==> config.mk <==
export PLATFORM = sky130hd
export DESIGN_NAME = display_scan_mux
export DESIGN_NICKNAME = d
export VERILOG_FILES = /design/src/rtl/display_pkg.sv /design/src/rtl/scan_slot_counter.sv /design/src/rtl/display_scan_mux.sv
export SDC_FILE = /design/constraint.sdc
export NUM_CORES = 1
export LEC_CHECK = 0
export CAP_MARGIN = 30
export CORE_ASPECT_RATIO = 1.4
export CORE_UTILIZATION = 59
export CTS_CLUSTER_DIAMETER = 150
export DETAILED_ROUTE_END_ITERATION = 8
export PLACE_DENSITY = 0.93
export SYNTH_ARGS = -nofsm -noshare
export SYNTH_HDL_FRONTEND = slang
export SYNTH_HIERARCHICAL = 1
export SYNTH_SLANG_ARGS = --single-unit
export TNS_END_PERCENT = 20
==> constraint.sdc <==
create_clock -name clk -period 6.3 [get_ports clk]
set_input_delay 0.945 -clock clk [delete_from_list [all_inputs] [get_ports clk]]
set_output_delay 0.945 -clock clk [all_outputs]
set_load 0.005 [all_outputs]
==> src/rtl/display_pkg.sv <==
// Shared types and constants for the multiplexed 7-segment display scanner.
// Nibble width, the decoder's blank code and the scan state encoding.
package display_pkg;

  localparam int BCD_W = 4;
  localparam logic [BCD_W-1:0] BCD_BLANK = 4'hF;

  typedef enum logic [1:0] {
    IDLE,
    BLANK,
    DRIVE
  } scan_state_t;

endpackage

==> src/rtl/scan_slot_counter.sv <==
// Per-slot cycle counter: clear wins over increment, flags decode the current count.
// Flags are combinational from the count register; no backpressure.
module scan_slot_counter #(
  parameter int TICKS_PER_DIGIT = 50000,
  parameter int BLANK_CYCLES    = 500
) (
  input  logic clk,
  input  logic rst_n,
  input  logic clr,
  input  logic inc,
  output logic blank_done,
  output logic slot_done
);

  localparam int CNT_W = $clog2(TICKS_PER_DIGIT);

  logic [CNT_W-1:0] cnt;

  always_ff @(posedge clk) begin
    if (!rst_n || clr) begin
      cnt <= '0;
    end else if (inc) begin
      cnt <= cnt + CNT_W'(1);
    end
  end

  assign blank_done = (cnt == CNT_W'(BLANK_CYCLES - 1));
  assign slot_done  = (cnt == CNT_W'(TICKS_PER_DIGIT - 1));

endmodule

==> src/rtl/display_scan_mux.sv <==
// Scans NUM_DIGITS latched BCD digits onto one decoder with a dead-time blank per slot; all outputs registered.
// Optional LEADING_ZERO_BLANK_EN blanks leading zeros of the latched frame; no backpressure, en_i=0 aborts next edge.
module display_scan_mux
  import display_pkg::*;
#(
  parameter int NUM_DIGITS      = 4,
  parameter int TICKS_PER_DIGIT = 50000,
  parameter int BLANK_CYCLES    = 500
) (
  input  logic                          clk,
  input  logic                          rst_n,
  input  logic                          en_i,
  input  logic [BCD_W*NUM_DIGITS-1:0]   digits_i,
  output logic [BCD_W-1:0]              bcd_o,
  output logic [NUM_DIGITS-1:0]         anode_n_o,
  output logic [$clog2(NUM_DIGITS)-1:0] digit_idx_o,
  output logic                          frame_tick_o
);

  localparam int IDX_W = $clog2(NUM_DIGITS);

  scan_state_t                          state;
  logic [IDX_W-1:0]                     idx;
  logic [NUM_DIGITS-1:0][BCD_W-1:0]     shadow;
  logic                                 blank_done;
  logic                                 slot_done;
  logic                                 cnt_clr;
  logic                                 cnt_inc;
  logic [BCD_W-1:0]                     drive_nib;
  logic [NUM_DIGITS-1:0]                slot_sel;

  // Counter is held at zero outside a scan and restarts at every slot boundary.
  assign cnt_clr = !en_i || (state == IDLE) || ((state == DRIVE) && slot_done);
  assign cnt_inc = (state != IDLE);

  scan_slot_counter #(
    .TICKS_PER_DIGIT (TICKS_PER_DIGIT),
    .BLANK_CYCLES    (BLANK_CYCLES)
  ) u_slot_cnt (
    .clk        (clk),
    .rst_n      (rst_n),
    .clr        (cnt_clr),
    .inc        (cnt_inc),
    .blank_done (blank_done),
    .slot_done  (slot_done)
  );

`ifdef LEADING_ZERO_BLANK_EN
  logic [NUM_DIGITS-1:0] lz_blank;
  logic                  zero_run;

  always_comb begin
    zero_run = 1'b1;
    lz_blank = '0;
    for (int i = NUM_DIGITS - 1; i >= 0; i--) begin
      zero_run    = zero_run && (shadow[i] == '0);
      lz_blank[i] = zero_run && (i != 0);
    end
    drive_nib = lz_blank[idx] ? BCD_BLANK : shadow[idx];
  end
`else
  always_comb begin
    drive_nib = shadow[idx];
  end
`endif

  always_comb begin
    slot_sel = {{(NUM_DIGITS-1){1'b0}}, 1'b1} << idx;
  end

  always_ff @(posedge clk) begin
    if (!rst_n) begin
      state        <= IDLE;
      idx          <= '0;
      shadow       <= {NUM_DIGITS{BCD_BLANK}};
      bcd_o        <= BCD_BLANK;
      anode_n_o    <= '1;
      frame_tick_o <= 1'b0;
    end else begin
      frame_tick_o <= 1'b0;
      if (!en_i) begin
        state     <= IDLE;
        idx       <= '0;
        bcd_o     <= BCD_BLANK;
        anode_n_o <= '1;
      end else begin
        case (state)
          IDLE: begin
            shadow       <= digits_i;
            frame_tick_o <= 1'b1;
            idx          <= '0;
            state        <= BLANK;
          end
          BLANK: begin
            if (blank_done) begin
              state     <= DRIVE;
              anode_n_o <= ~slot_sel;
              bcd_o     <= drive_nib;
            end
          end
          DRIVE: begin
            if (slot_done) begin
              state     <= BLANK;
              anode_n_o <= '1;
              bcd_o     <= BCD_BLANK;
              // Frame boundary: the only point where new digits become visible.
              if (idx == IDX_W'(NUM_DIGITS - 1)) begin
                idx          <= '0;
                shadow       <= digits_i;
                frame_tick_o <= 1'b1;
              end else begin
                idx <= idx + IDX_W'(1);
              end
            end
          end
          default: begin
            state     <= IDLE;
            idx       <= '0;
            bcd_o     <= BCD_BLANK;
            anode_n_o <= '1;
          end
        endcase
      end
    end
  end

  assign digit_idx_o = idx;

endmodule

==> impl_metrics.toml <==
[pwr]
powerDensity_nw_per_um2 = 212.5
p_clk_frac = 0.392
p_sw_uw = 123.1
swShare = 0.2159
ir_drop_uv = 147.8
p_leak_nw = 1.001
finalPower_uw = 570.2
seqPwrFrac = 0.523
power_frac_comb = 0.085
p_int_uw = 447.1

[timing]
setup_viol = 0
rsz0062_at_grt = "no"
fin_tns_setup_ns = 0
period_minus_slack_ns = 2.871
setup_ws_ns = 3.429
relSlewSlack = 0.3260
finalHoldViolCount = 0
period_share = 0.4557
fmax_mhz = 348.3
tightest_slew_ns = 1.002
drv_slew = 0
skew_ns = 0.005280

[global_routing]
grt_overflow = 0
antenna_found_initial = 0
grt_max_degree = 21
grt_pass1_vias = 1824
met3_usage = 0.04790
grt_pass1_wl_mm = 7.879
met2_usage = 0.4108
grt_use_total = 0.2525
top_usage_layer = "met2"
grt_util_met1 = 0.3011

[synthesis]
synth.distinct_cells = 44
synth_warnings = 6
synth_ff_type = "dfxtp_1"
synth_nets = 283
synth_edf_count = 0
netlist_area_sq_um = 2315
synthCells = 259
ys_async_sr_fraction = 0
yosysSeqAreaShare = 0.3892
avgSynthCellArea_sq_um = 8.937
yosys_register_bits = 45

[worst_hold_path]
worstHoldStart = "u_slot_cnt/cnt[15]$_SDFFE_PP0P_"
hold_class = "flop to flop"

[status]
status = "completed"

[die]
ios = 30
rows = 26
die-area_sq_um = 4181
dieHeight_microns = 76.11
die_width_microns = 54.94
coreArea_sq_um = 3709
initial_utilization = 0.6242

[clock_network]
cts_root_buf = "clkbuf_8"
post_cts_buffers = 0
tritoncts = "yes"
clk_pin_slew_worst_paths_ns = 0.08
cts_hold_buf = 0
cts_sinks = 45
clkLatencyLatePin_ns = 0.30
cts_buffer_depth = 2
numCtsBuffers = 5
htreeDepth = 2
post_cts_resized = 0

[route]
drtPass1Iterations = 4
wl_mm = 4.655
viasPerCell = 6.114
post-route-drc-count = 0
postRouteAntennaNets = 0
vias = 1981
drtIter0Drc = 75
post_drt_wl_per_cell_microns = 14.37

[place]
io_buffer_count = 29
place_area_sq_um = 2567
place_congestion = 0.8008
dp.cells = 316
dp_hpwl_mm = 3.291
pre_cts_ws_ns = 3.120

[job]
drv_cap = 0

[critical_path]
start_kind = "input pin"
end_kind = "flop"
worstPathArrival_ns = 3.11
startpoint = "en_i"
cp_max_fo = 20
crit_type = "input pin to flop"
required_ns = 6.53
r2r_start = "u_slot_cnt/cnt[11]$_SDFFE_PP0P_"

[layout]
fin_nets = 305
final_cell_mix = "dfxtp_1 (45), nand2_1 (36), clkdlybuf4s50_1 (29)"
drive_above_1_share = 0.1206
area_growth_pct = 15.95
final_common_cell = "dfxtp_1"
finalNonFillerCells = 324
n_fill_cell = 282
final_cell_area_sq_um = 2684
n_antenna_cell = 0
==> kinds of logic (layout without fill, tap and decap cells) <==
group                      count (synthesis)  in the layout  share of synthesized area
AOI/OAI and AO/OA                         54             54                     0.1822
muxes                                     16             16                    0.07352
and+or+nand+nor                           98             98                     0.2351
adders and majority gates                  5              5                    0.02703
DFF                                       45             45                     0.3892
buffers and inverters                     37             60                    0.07784
xor gates and xnor gates                   4              4                    0.01514
==> area by class of cell <==
class / instances / area (sq um) / area share
Inverter: 22 / 82.58 / 0.03077
Clock inverter: 1 / 30.03 / 0.01119
Timing Repair Buffer: 30 / 297.8 / 0.1110
Tap cell: 42 / 52.55 / 0.01958
Sequential cell: 45 / 900.9 / 0.3357
Clock buffer: 7 / 86.33 / 0.03217
Multi-Input combinational cell: 177 / 1234 / 0.4597
==> layer usage <==
metal  up-vias  routed length, microns  share of wire
met5         -                       0              0
met4         0                     151          0.032
met3        15                     185          0.040
met2        67                    2444           0.53
met1       938                    1874           0.40
li1        961                       -              -
==> synth_stat cells (2+ instances only) <==
cell type / instances / area share
xor2_1: 2 / 0.0076
and3_1: 4 / 0.011
nand4_1: 6 / 0.016
ha_1: 5 / 0.027
o31ai_1: 2 / 0.0065
and2b_2: 2 / 0.0076
and2_1: 2 / 0.0054
nand2_1: 36 / 0.058
nor3b_1: 2 / 0.0065
nor2b_1: 3 / 0.0081
nand2b_1: 6 / 0.016
a21oi_1: 13 / 0.028
or3_1: 2 / 0.0054
or4_1: 2 / 0.0065
xnor2_1: 2 / 0.0076
nor2_1: 9 / 0.015
clkbuf_1: 6 / 0.0097
dfxtp_1: 45 / 0.39
or2_2: 2 / 0.0054
nand3_1: 3 / 0.0065
o221ai_1: 6 / 0.023
inv_1: 22 / 0.036
o221ai_2: 10 / 0.065
buf_6: 2 / 0.0097
buf_2: 5 / 0.011
o22ai_1: 4 / 0.011
o21ai_0: 13 / 0.028
o211ai_1: 4 / 0.013
mux2i_1: 8 / 0.035
nor4_1: 10 / 0.027
mux2_2: 8 / 0.039
==> power by group through the flow <==
stage | Sequential (mW) | Combinational (mW) | Clock (mW)
6_report | 0.298 | 0.0487 | 0.223
3_5_place_dp | 0.305 | 0.0485 | 0
4_1_cts | 0.298 | 0.0489 | 0.230
3_3_place_gp | 0.304 | 0.0475 | 0
5_1_grt | 0.300 | 0.0537 | 0.241
2_1_floorplan | 0.303 | 0.0363 | 0
==> stage by stage <==
step / hold slack [ns] / utilization
2_1_floorplan: 0.4557 / -
3_3_place_gp: 0.4738 / 0.6923
3_5_place_dp: 0.4814 / 0.6923
4_1_cts: 0.4993 / 0.7237
5_1_grt: 0.5282 / 0.7237
6_report: 0.5003 / 0.7237
==> final timing paths <==
path	endpoint	depth (start not counted)	slack [ns]
worst max-delay path	u_slot_cnt/cnt[10]$_SDFFE_PP0P_	5	3.43
worst min-delay path	u_slot_cnt/cnt[15]$_SDFFE_PP0P_	2	0.50
worst max register to register	shadow[1]$_SDFFE_PN1P_	7	3.79
worst min register to register	u_slot_cnt/cnt[15]$_SDFFE_PP0P_	2	0.50
==> worst max-delay path: stages <==
cell and delay, ns:
clkdlybuf4s50_1 0.90, o21ai_0 0.24, nor2b_1 0.72, nand2b_1 0.14, mux2i_1 0.15
==> flip-flops by register name, summed over array words and instances (netlist names) <==
name            flops
shadow             16
u_slot_cnt/cnt     16
digit_idx_o         2
anode_n_o           4
state               2
bcd_o               4
frame_tick_o        1
(Power assumes the default switching activity.)
